--- src/rtl/aes_gcm_pkg.sv ---
// aes_gcm_pkg
// Shared definitions for the AES-GCM job sequencer and the pipeline stages
// it feeds: pipeline phase codes, the sequencer FSM state encoding and the
// GCM length-block packing helper.
package aes_gcm_pkg;

    typedef logic [2:0] phase_t;

    // Phase codes seen by the pipeline. The counter stage reloads on
    // PH_INIT/PH_IDLE, holds on PH_HOLD and increments on anything else.
    localparam phase_t PH_IDLE = 3'b000;
    localparam phase_t PH_AAD  = 3'b001;
    localparam phase_t PH_TEXT = 3'b010;
    localparam phase_t PH_LEN  = 3'b011;
    localparam phase_t PH_HOLD = 3'b100;
    localparam phase_t PH_INIT = 3'b111;

    typedef enum logic [2:0] {
        ST_IDLE,
        ST_INIT,
        ST_AAD,
        ST_TEXT,
        ST_LEN,
        ST_DRAIN
    } seq_state_e;

    // GCM length block: bit lengths of AAD (upper half) and text (lower
    // half). Each block is 128 bits, so the bit length is the count << 7.
    function automatic logic [127:0] pack_len(input logic [63:0] aad_blocks,
                                              input logic [63:0] text_blocks);
        return {aad_blocks << 7, text_blocks << 7};
    endfunction

endpackage

--- src/rtl/aes_gcm_sequencer_if.sv ---
// aes_gcm_sequencer_if
// Bundles the source block stream (valid/ready/data) and the pipeline issue
// bus driven by the sequencer.
//   master : the sequencer (consumes blocks, drives the pipeline inputs)
//   slave  : the environment (block source and first pipeline stage)
interface aes_gcm_sequencer_if;
    import aes_gcm_pkg::*;

    logic         i_blk_valid;
    logic [127:0] i_blk_data;
    logic         o_blk_ready;
    logic         o_valid;
    phase_t       o_phase;
    logic [95:0]  o_iv;
    logic [127:0] o_aad;
    logic [127:0] o_plain_text;
    logic [127:0] o_instance_size;

    modport master (
        input  i_blk_valid, i_blk_data,
        output o_blk_ready, o_valid, o_phase, o_iv, o_aad, o_plain_text,
               o_instance_size
    );

    modport slave (
        output i_blk_valid, i_blk_data,
        input  o_blk_ready, o_valid, o_phase, o_iv, o_aad, o_plain_text,
               o_instance_size
    );

endinterface

--- src/rtl/aes_gcm_drain_timer.sv ---
// aes_gcm_drain_timer
// Loadable down-counter that waits out the pipeline latency after the LEN
// issue and produces a one-cycle done pulse.
//   clk, rst_n : clock, asynchronous active-low reset
//   load       : load PIPE_LATENCY (asserted in the cycle that registers LEN)
//   done       : registered pulse, PIPE_LATENCY cycles after the LEN issue
module aes_gcm_drain_timer #(
    parameter int PIPE_LATENCY = 12
) (
    input  logic clk,
    input  logic rst_n,
    input  logic load,
    output logic done
);

    localparam int TW = $clog2(PIPE_LATENCY + 1);

    logic [TW-1:0] cnt;

    // The count reads PIPE_LATENCY in the LEN issue cycle; the pulse is
    // registered off cnt==1, so it lands exactly PIPE_LATENCY cycles later.
    always_ff @(posedge clk or negedge rst_n) begin
        if (!rst_n) begin
            cnt  <= '0;
            done <= 1'b0;
        end else begin
            done <= (cnt == TW'(1));
            if (load) begin
                cnt <= TW'(PIPE_LATENCY);
            end else if (cnt != '0) begin
                cnt <= cnt - TW'(1);
            end
        end
    end

endmodule

--- src/rtl/aes_gcm_sequencer.sv ---
// aes_gcm_sequencer
// Job-level controller for the AES-GCM encryption pipeline. Accepts a job
// (IV, AAD block count, text block count), streams AAD then plaintext blocks
// from a valid/ready source into the pipeline one issue per cycle, issues the
// length block, waits out the pipeline latency and pulses o_done.
//   clk, rst_n       : clock, asynchronous active-low reset
//   i_start          : job request, accepted only while o_busy=0
//   i_iv             : 96-bit IV, captured on accept
//   i_aad_blocks     : AAD block count, captured on accept
//   i_text_blocks    : plaintext block count, captured on accept
//   bus (master)     : block stream in, registered pipeline issue bus out
//   o_busy           : job in progress (INIT issue cycle through o_done)
//   o_done           : one-cycle completion pulse
module aes_gcm_sequencer
    import aes_gcm_pkg::*;
#(
    parameter int PIPE_LATENCY = 12,
    parameter int CNT_W        = 16
) (
    input  logic                 clk,
    input  logic                 rst_n,
    input  logic                 i_start,
    input  logic [95:0]          i_iv,
    input  logic [CNT_W-1:0]     i_aad_blocks,
    input  logic [CNT_W-1:0]     i_text_blocks,
    output logic                 o_busy,
    output logic                 o_done,
    aes_gcm_sequencer_if.master  bus
);

    seq_state_e       state, state_nxt;
    logic [CNT_W-1:0] aad_tot, aad_tot_nxt;
    logic [CNT_W-1:0] text_tot, text_tot_nxt;
    logic [CNT_W-1:0] aad_left, aad_left_nxt;
    logic [CNT_W-1:0] text_left, text_left_nxt;
    logic             blk_ready;
    logic             blk_hs;
    logic             timer_load;
    logic             timer_done;

    // Issue computed this cycle (p0) and the registered issue on the bus (p1).
    logic             vld_p0, vld_p1;
    phase_t           phase_p0, phase_p1;
    logic [95:0]      iv_p0, iv_p1;
    logic [127:0]     aad_p0, aad_p1;
    logic [127:0]     pt_p0, pt_p1;
    logic [127:0]     len_p0, len_p1;

    assign blk_ready = (state == ST_AAD) || (state == ST_TEXT);
    assign blk_hs    = blk_ready && bus.i_blk_valid;

    // The INIT issue is computed in the start-accept cycle, and the FSM lands
    // directly on INIT's successor. That way the first AAD/TEXT block can be
    // handshaken while INIT sits on the outputs, keeping issues back-to-back.
    always_comb begin
        state_nxt     = state;
        aad_tot_nxt   = aad_tot;
        text_tot_nxt  = text_tot;
        aad_left_nxt  = aad_left;
        text_left_nxt = text_left;
        timer_load    = 1'b0;
        vld_p0        = 1'b0;
        phase_p0      = PH_IDLE;
        iv_p0         = iv_p1;
        aad_p0        = '0;
        pt_p0         = '0;
        len_p0        = '0;

        case (state)
            ST_IDLE: begin
                if (i_start) begin
                    aad_tot_nxt   = i_aad_blocks;
                    text_tot_nxt  = i_text_blocks;
                    aad_left_nxt  = i_aad_blocks;
                    text_left_nxt = i_text_blocks;
                    iv_p0         = i_iv;
                    vld_p0        = 1'b1;
                    phase_p0      = PH_INIT;
                    if (i_aad_blocks != '0) begin
                        state_nxt = ST_AAD;
                    end else if (i_text_blocks != '0) begin
                        state_nxt = ST_TEXT;
                    end else begin
                        state_nxt = ST_LEN;
                    end
                end
            end

            ST_AAD: begin
                if (blk_hs) begin
                    vld_p0       = 1'b1;
                    phase_p0     = PH_AAD;
                    aad_p0       = bus.i_blk_data;
                    aad_left_nxt = aad_left - CNT_W'(1);
                    if (aad_left == CNT_W'(1)) begin
                        state_nxt = (text_tot != '0) ? ST_TEXT : ST_LEN;
                    end
                end else begin
                    phase_p0 = PH_HOLD;
                end
            end

            ST_TEXT: begin
                if (blk_hs) begin
                    vld_p0        = 1'b1;
                    phase_p0      = PH_TEXT;
                    pt_p0         = bus.i_blk_data;
                    text_left_nxt = text_left - CNT_W'(1);
                    if (text_left == CNT_W'(1)) begin
                        state_nxt = ST_LEN;
                    end
                end else begin
                    phase_p0 = PH_HOLD;
                end
            end

            ST_LEN: begin
                vld_p0     = 1'b1;
                phase_p0   = PH_LEN;
                len_p0     = pack_len(64'(aad_tot), 64'(text_tot));
                timer_load = 1'b1;
                state_nxt  = ST_DRAIN;
            end

            ST_DRAIN: begin
                // o_done and o_busy share the final cycle; the IV clears as
                // the FSM returns to idle.
                if (timer_done) begin
                    state_nxt = ST_IDLE;
                    iv_p0     = '0;
                end
            end

            default: begin
                state_nxt = ST_IDLE;
                iv_p0     = '0;
            end
        endcase
    end

    always_ff @(posedge clk or negedge rst_n) begin
        if (!rst_n) begin
            state     <= ST_IDLE;
            aad_tot   <= '0;
            text_tot  <= '0;
            aad_left  <= '0;
            text_left <= '0;
        end else begin
            state     <= state_nxt;
            aad_tot   <= aad_tot_nxt;
            text_tot  <= text_tot_nxt;
            aad_left  <= aad_left_nxt;
            text_left <= text_left_nxt;
        end
    end

    // ---- issue register: p0 -> p1 (pipeline-facing outputs) ----
    always_ff @(posedge clk or negedge rst_n) begin
        if (!rst_n) begin
            vld_p1   <= 1'b0;
            phase_p1 <= PH_IDLE;
            iv_p1    <= '0;
            aad_p1   <= '0;
            pt_p1    <= '0;
            len_p1   <= '0;
        end else begin
            vld_p1   <= vld_p0;
            phase_p1 <= phase_p0;
            iv_p1    <= iv_p0;
            aad_p1   <= aad_p0;
            pt_p1    <= pt_p0;
            len_p1   <= len_p0;
        end
    end

    aes_gcm_drain_timer #(
        .PIPE_LATENCY (PIPE_LATENCY)
    ) u_drain_timer (
        .clk   (clk),
        .rst_n (rst_n),
        .load  (timer_load),
        .done  (timer_done)
    );

    assign bus.o_blk_ready     = blk_ready;
    assign bus.o_valid         = vld_p1;
    assign bus.o_phase         = phase_p1;
    assign bus.o_iv            = iv_p1;
    assign bus.o_aad           = aad_p1;
    assign bus.o_plain_text    = pt_p1;
    assign bus.o_instance_size = len_p1;
    assign o_busy              = (state != ST_IDLE);
    assign o_done              = timer_done;

endmodule

--- src/flat_wrapper.sv ---
// flat-port wrapper written by rule: the top's interface ports become plain ports
module aes_gcm_sequencer_flat import aes_gcm_pkg::*;
#(
    parameter int PIPE_LATENCY = 12,
    parameter int CNT_W        = 16
)
  (clk, rst_n, i_start, i_iv, i_aad_blocks, i_text_blocks, o_busy, o_done, bus_i_blk_valid, bus_i_blk_data, bus_o_blk_ready, bus_o_valid, bus_o_phase, bus_o_iv, bus_o_aad, bus_o_plain_text, bus_o_instance_size);
  aes_gcm_sequencer_if bus_i ();
  input  logic clk;
  input  logic rst_n;
  input  logic i_start;
  input  logic [95:0] i_iv;
  input  logic [CNT_W-1:0] i_aad_blocks;
  input  logic [CNT_W-1:0] i_text_blocks;
  output logic o_busy;
  output logic o_done;
  input wire logic [$bits(bus_i.i_blk_valid)-1:0] bus_i_blk_valid;
  input wire logic [$bits(bus_i.i_blk_data)-1:0] bus_i_blk_data;
  output wire logic [$bits(bus_i.o_blk_ready)-1:0] bus_o_blk_ready;
  output wire logic [$bits(bus_i.o_valid)-1:0] bus_o_valid;
  output wire logic [$bits(bus_i.o_phase)-1:0] bus_o_phase;
  output wire logic [$bits(bus_i.o_iv)-1:0] bus_o_iv;
  output wire logic [$bits(bus_i.o_aad)-1:0] bus_o_aad;
  output wire logic [$bits(bus_i.o_plain_text)-1:0] bus_o_plain_text;
  output wire logic [$bits(bus_i.o_instance_size)-1:0] bus_o_instance_size;
  assign bus_i.i_blk_valid = bus_i_blk_valid;
  assign bus_i.i_blk_data = bus_i_blk_data;
  assign bus_o_blk_ready = bus_i.o_blk_ready;
  assign bus_o_valid = bus_i.o_valid;
  assign bus_o_phase = bus_i.o_phase;
  assign bus_o_iv = bus_i.o_iv;
  assign bus_o_aad = bus_i.o_aad;
  assign bus_o_plain_text = bus_i.o_plain_text;
  assign bus_o_instance_size = bus_i.o_instance_size;
  aes_gcm_sequencer #(.PIPE_LATENCY(PIPE_LATENCY), .CNT_W(CNT_W)) u_core (.clk(clk), .rst_n(rst_n), .i_start(i_start), .i_iv(i_iv), .i_aad_blocks(i_aad_blocks), .i_text_blocks(i_text_blocks), .o_busy(o_busy), .o_done(o_done), .bus(bus_i));
endmodule
--- config.mk ---
export PLATFORM = sky130hd
export DESIGN_NAME = aes_gcm_sequencer_flat
export DESIGN_NICKNAME = d
export VERILOG_FILES = /design/src/rtl/aes_gcm_pkg.sv /design/src/rtl/aes_gcm_sequencer_if.sv /design/src/rtl/aes_gcm_drain_timer.sv /design/src/rtl/aes_gcm_sequencer.sv /design/src/flat_wrapper.sv
export SDC_FILE = /design/constraint.sdc
export NUM_CORES = 1
export LEC_CHECK = 0
export BUFFER_PORTS_ARGS = -buffer_cell sky130_fd_sc_hd__buf_4
export CAP_MARGIN = 20
export CORE_AREA = 2 2 287 289
export CTS_BUF_LIST = sky130_fd_sc_hd__clkbuf_8 sky130_fd_sc_hd__clkbuf_16
export CTS_CLUSTER_DIAMETER = 200
export CTS_CLUSTER_SIZE = 8
export DETAILED_ROUTE_END_ITERATION = 8
export DIE_AREA = 0 0 289 291
export GPL_TIMING_DRIVEN = 0
export RECOVER_POWER = 25
export SLEW_MARGIN = 0
export SYNTH_ARGS = -nofsm -noshare
export SYNTH_HDL_FRONTEND = slang
export SYNTH_HIERARCHICAL = 1
export SYNTH_SLANG_ARGS = --single-unit
export TNS_END_PERCENT = 30
--- constraint.sdc ---
create_clock -name clk -period 2.25 [get_ports clk]
set_input_delay 0.5625 -clock clk [delete_from_list [all_inputs] [get_ports clk]]
set_output_delay 0.5625 -clock clk [all_outputs]
set_load 0.01 [all_outputs]
# Yosys cells after proc, flatten, opt, wreduce, memory -nomap -nowiden
# Index checks and enable logic that the tools add are counted.
# op_classes
addsub,3
n_eq_ne,13
muxes,33
bitwise,1
reduce_logical,18
# op_table
cell,n
$mux 128,3
$pmux 96 s3,1
$mux 96,2
$mux 87,1
$mux 16,4
$pmux 16 s2,2
$reduce_bool 16->1,3
$mux 3,12
$eq 16x1->1 const B,2
$sub 16x1->16 const B,2
$pmux 3 s5,1
$pmux 3 s4,1
$reduce_and 3->1,3
$mux 4,2
$ne 2x2->1 const B,4
$eq 3x2->1 const B,2
$eq 3x3->1 const B,2
$reduce_and 6->1,1
$reduce_bool 2->1,3
$eq 4x1->1 const B,1
$ne 2x1->1 const B,2
$reduce_bool 4->1,1
$sub 4x1->4 const B,1
$logic_not 3->1,1
other kinds (9),11
# totals
register_bits,515
inputBits,260
out_inout_bits,487
word_cells,81

# Depth between registers and ports, before layout
# logic_depth
ltp_word,5
depth_mapped,9
ltp_nobuf,7

# By module
# Netlist, hierarchy kept.
# by_module_without_submodules
mod,instances,cells_per_inst,area_each_um2,seq_area_each_um2
aes_gcm_sequencer,1,1544,17576.9,11385.9
aes_gcm_drain_timer,1,25,284.0,125.1

# Least setup slack after synthesis
# OpenSTA, ideal clock, no wires.
# synth_timing
kind,register to output
from,register u_core.state[0]
to,output port o_busy
t_arrival_ns,1.435
required_ns,1.688
path_slack_ns,0.253
stages_incl_launch_ff,6
n_path_buf,3
path_cell_list,dfrtp_1 buf_2 nor3_4 buf_2 clkbuf_1 inv_1
# synth_via
elab_chain_len,1
# synth_lines
element,line_no,rtl
from (decl),aes_gcm_sequencer.sv:31,"seq_state_e state, state_nxt;"
from (signal assigned),aes_gcm_sequencer.sv:149,state <= state_nxt;
$reduce_bool 3->1,aes_gcm_sequencer.sv:192,assign o_busy = (state != ST_IDLE);
to (decl),flat_wrapper.sv:15,output logic o_busy;
# No other way between the ends.

# Worst setup path in the final report
# layout_timing
from,register u_core.state[2]
to,"register u_core.aad_p1[13], in the netlist u_core/bus.o_aad[13]"
# layout_via
elab_chain_len,5
word_cells_on_any_way,6
classes_between,eq/ne: 2; mux: 2; reduce/logical: 2
# layout_lines
element,line_no,rtl
$eq 3x2->1 (on tied branches),"aes_gcm_sequencer.sv:49, aes_gcm_sequencer.sv:69",
$logic_or 1x1->1,aes_gcm_sequencer.sv:49,assign blk_ready = (state == ST_AAD) || (state == ST_TEXT);
$logic_and 1x1->1,aes_gcm_sequencer.sv:50,assign blk_hs = blk_ready && bus.i_blk_valid;
$mux 128,aes_gcm_sequencer.sv:90,if (blk_hs) begin
$mux 128 *,aes_gcm_sequencer.sv:69,case (state)
named net u_core.aad_p0[13],aes_gcm_sequencer.sv:45,"logic [127:0] aad_p0, aad_p1;"
to (signal assigned),aes_gcm_sequencer.sv:170,aad_p1 <= aad_p0;
to (decl),aes_gcm_sequencer.sv:45,
# Mark *: on every way through the listed nets, which the timed path passes. The rest lies on a longest branch.
# A chain may end at the register's enable or synchronous reset.

==> flow_summary.toml <==
[drt]
drt_iter0_drc = 894
first_pass_iters = 5
drc = 0
ant_nets = 0
wl_per_cell_um = 19.75
viasPerCell = 4.122
wl_um = 68540
via_count = 14307

[finish]
syn_to_final_growth_pct = 48.51
multi_input_area_mm2 = 0.005434
fin_cells = 3471
seq_area_mm2 = 0.01151
fin_util_pct = 32.67
drive_above_1_share_pct = 38.57
final_common_cell = "buf_4"
mostFrequentLayoutCells = "754 x buf_4, 459 x dfrtp_1, 265 x nand2_1"
fillers = 8256
fin_nets = 2659

[outcome]
violations = "negative hold slack"
status = "finished, violations left"

[critical_path]
critical_path_required_ps = 2780
critPathKind = "flop to flop"
r2r_slack_ps = 20
startpoint_type = "flop"
worstReg2RegStart = "u_core/state[2]"
r2r_cells = 5
endpoint_kind = "flop"
startpoint = "u_core/state[2]"
cp.arrival_ps = 2750
path_max_fanout = 10

[power_and_ir_drop]
power_leakage_nw = 13.86
ir_drop_mv = 0.4914
powerDensity_mw_per_mm2 = 935.2

[timing]
fin_crit_sh_pct = 99.06
tightestPinTransition_ps = 877.9
setup_viol = 0
finClkSkew_ps = 29.56
maxSlewHeadroom_pct = 41.47
slew_violations = 0
hold_ws_ps = -71.28
clock.fmax_mhz = 448.7
fin_setup_tns_ps = 0
hold_viol = 66
rsz0062_at_grt = "yes"
period_minus_slack_ps = 2229

[synthesis]
synth_edf_count = 0
ys_types = 63
syn_inst = 1569
async_flop_share_pct = 100.0
ys.warnings.count = 6
yosysSeqAreaShare_pct = 64.45
synth_area_per_cell_um2 = 11.38
dominantRegCellSynth = "dfrtp_1"
syn_area_mm2 = 0.01786
synth_seq_cells = 460

[clock_tree]
clk_latency_ps = 610
cts_made_buffers = 67
clk_path_buf_depth = 3
htreeDepth = 3
clkTransAtPathRegs_ps = 60
cts_sinks = 460
clock-root-buffer = "clkbuf_16"
cts_tree = "done"

[global_routing]
grt_max_degree = 110
grt-ovfl-total = 0
track_usage_pct = 15.75
antenna_found_initial = 3
grt_pass1_wl_um = 98370
grt_pass1_vias = 14317

[floorplan]
dieArea_mm2 = 0.08410
dieWidth_um = 289
die_height_um = 291
io-pin-count = 747
core_region_area_mm2 = 0.08119
initial_core_util_pct = 22.00
std_cell_rows = 105

[run]
drv_cap = 0

[placement]
place_congestion = 0.8811
numPortBuffers = 650
dpl.cell_count = 3388
place_hpwl_um = 52490

[min_path]
min_path_type = "input pin to asynchronous set/reset pin"
## per-stage QoR
step / hold slack (ps) / setup WS (ps) / power [mW] / area [um^2]
finish: -71.28 / 21.09 / 24.81 / 26530
global route: -63.58 / -24.66 / 26.11 / 26520
CTS: -82.57 / -116.6 / 25.12 / 26490
detailed placement: 457.0 / -725.6 / 15.55 / 24550
global placement: 456.9 / -4533 / 15.45 / 24440
floorplan: 266.9 / 252.7 / 12.82 / 18220
## critical path, cell delays in order (launching register included)
cell and delay [ps]:
dfrtp_1 450, buf_6 180, and4bb_2 410, buf_2 390
clkbuf_1 500, and2_1 230
## state kept, by name (all words and copies together), names as in the netlist
name,flops
u_core/bus.o_plain_text,128
u_core/state,3
u_core/bus.o_aad,128
u_core/bus.o_iv,96
u_core/text_left,16
u_core/aad_left,16
u_core/bus.o_instance_size,32
u_core/bus.o_valid,1
u_core/aad_tot,16
u_core/u_drain_timer/cnt,4
u_core/u_drain_timer/done,1
u_core/text_tot,16
u_core/bus.o_phase,3
## cells by family (layout without fill, tap and decap cells)
family                   after synthesis  after routing  synth area share (%)
AND/OR/NAND/NOR                      658            658                 19.57
flip-flops                           460            460                 64.45
other                                  1             99               0.02100
adder cells (fa/ha/maj)                7              7                0.4903
buffers and inverters                208            942                 7.173
multiplexers                          17             17                 1.324
AO/OA/AOI/OAI                        218            218                 6.977
## routing by layer
layer / global-route usage, % / part of all wire [%]
met1: 20.58 / 43
met2: 25.64 / 47
met3: 4.287 / 8.0
met4: 4.036 / 1.8
met5: 0 / 0
## final timing paths
path / to
max reg2reg: u_core/bus.o_aad[13]
min in group clk: u_core/bus.o_aad[14]
max: u_core/bus.o_aad[13]
min reg2reg: u_core/bus.o_instance_size[71]
max in group asynchronous: u_core/bus.o_plain_text[105]
min: u_core/aad_tot[4]
## power breakdown
group	internal [mW]	switching (mW)	leakage, nW
clock network	5.46	3.89	0.907
logic	2.37	2.60	6.87
registers	9.57	0.917	6.08
## repair_timing
| action | CTS | global route |
|---|---|---|
| endpoints found under the setup margin | 144 | 78 |
| setup buffers | 2 | 6 |
| hold endpoints to repair | 66 | 66 |
| pin swaps | 1 | 1 |
| gates cloned | 0 | 0 |
| gates resized for setup | 26 | 18 |
## synth_stat cells (all sizes together), types with 8 or more instances
cell type | count | area [um^2]
inv | 12 | 45.04
and2 | 163 | 1022
clkbuf | 65 | 244.0
dfrtp | 460 | 11510
nand2b | 8 | 50.05
nor2 | 24 | 97.59
nor4 | 20 | 167.7
and3 | 131 | 819.5
nor3 | 12 | 76.33
o21ai | 134 | 670.6
mux2 | 17 | 236.5
buf | 131 | 992.2
nand2 | 266 | 1001
a21oi | 37 | 192.7
## final cells by class
class | instances | area share, %
Antenna cell | 3 | 0.02830
Buffer | 193 | 4.783
Clock buffer | 67 | 6.321
Clock inverter | 8 | 0.7358
Inverter | 12 | 0.1792
Multi-Input combinational cell | 996 | 20.49
Sequential cell | 460 | 43.40
Tap cell | 1070 | 5.047
Timing Repair Buffer | 662 | 19.02
(Power assumes the default switching activity.)
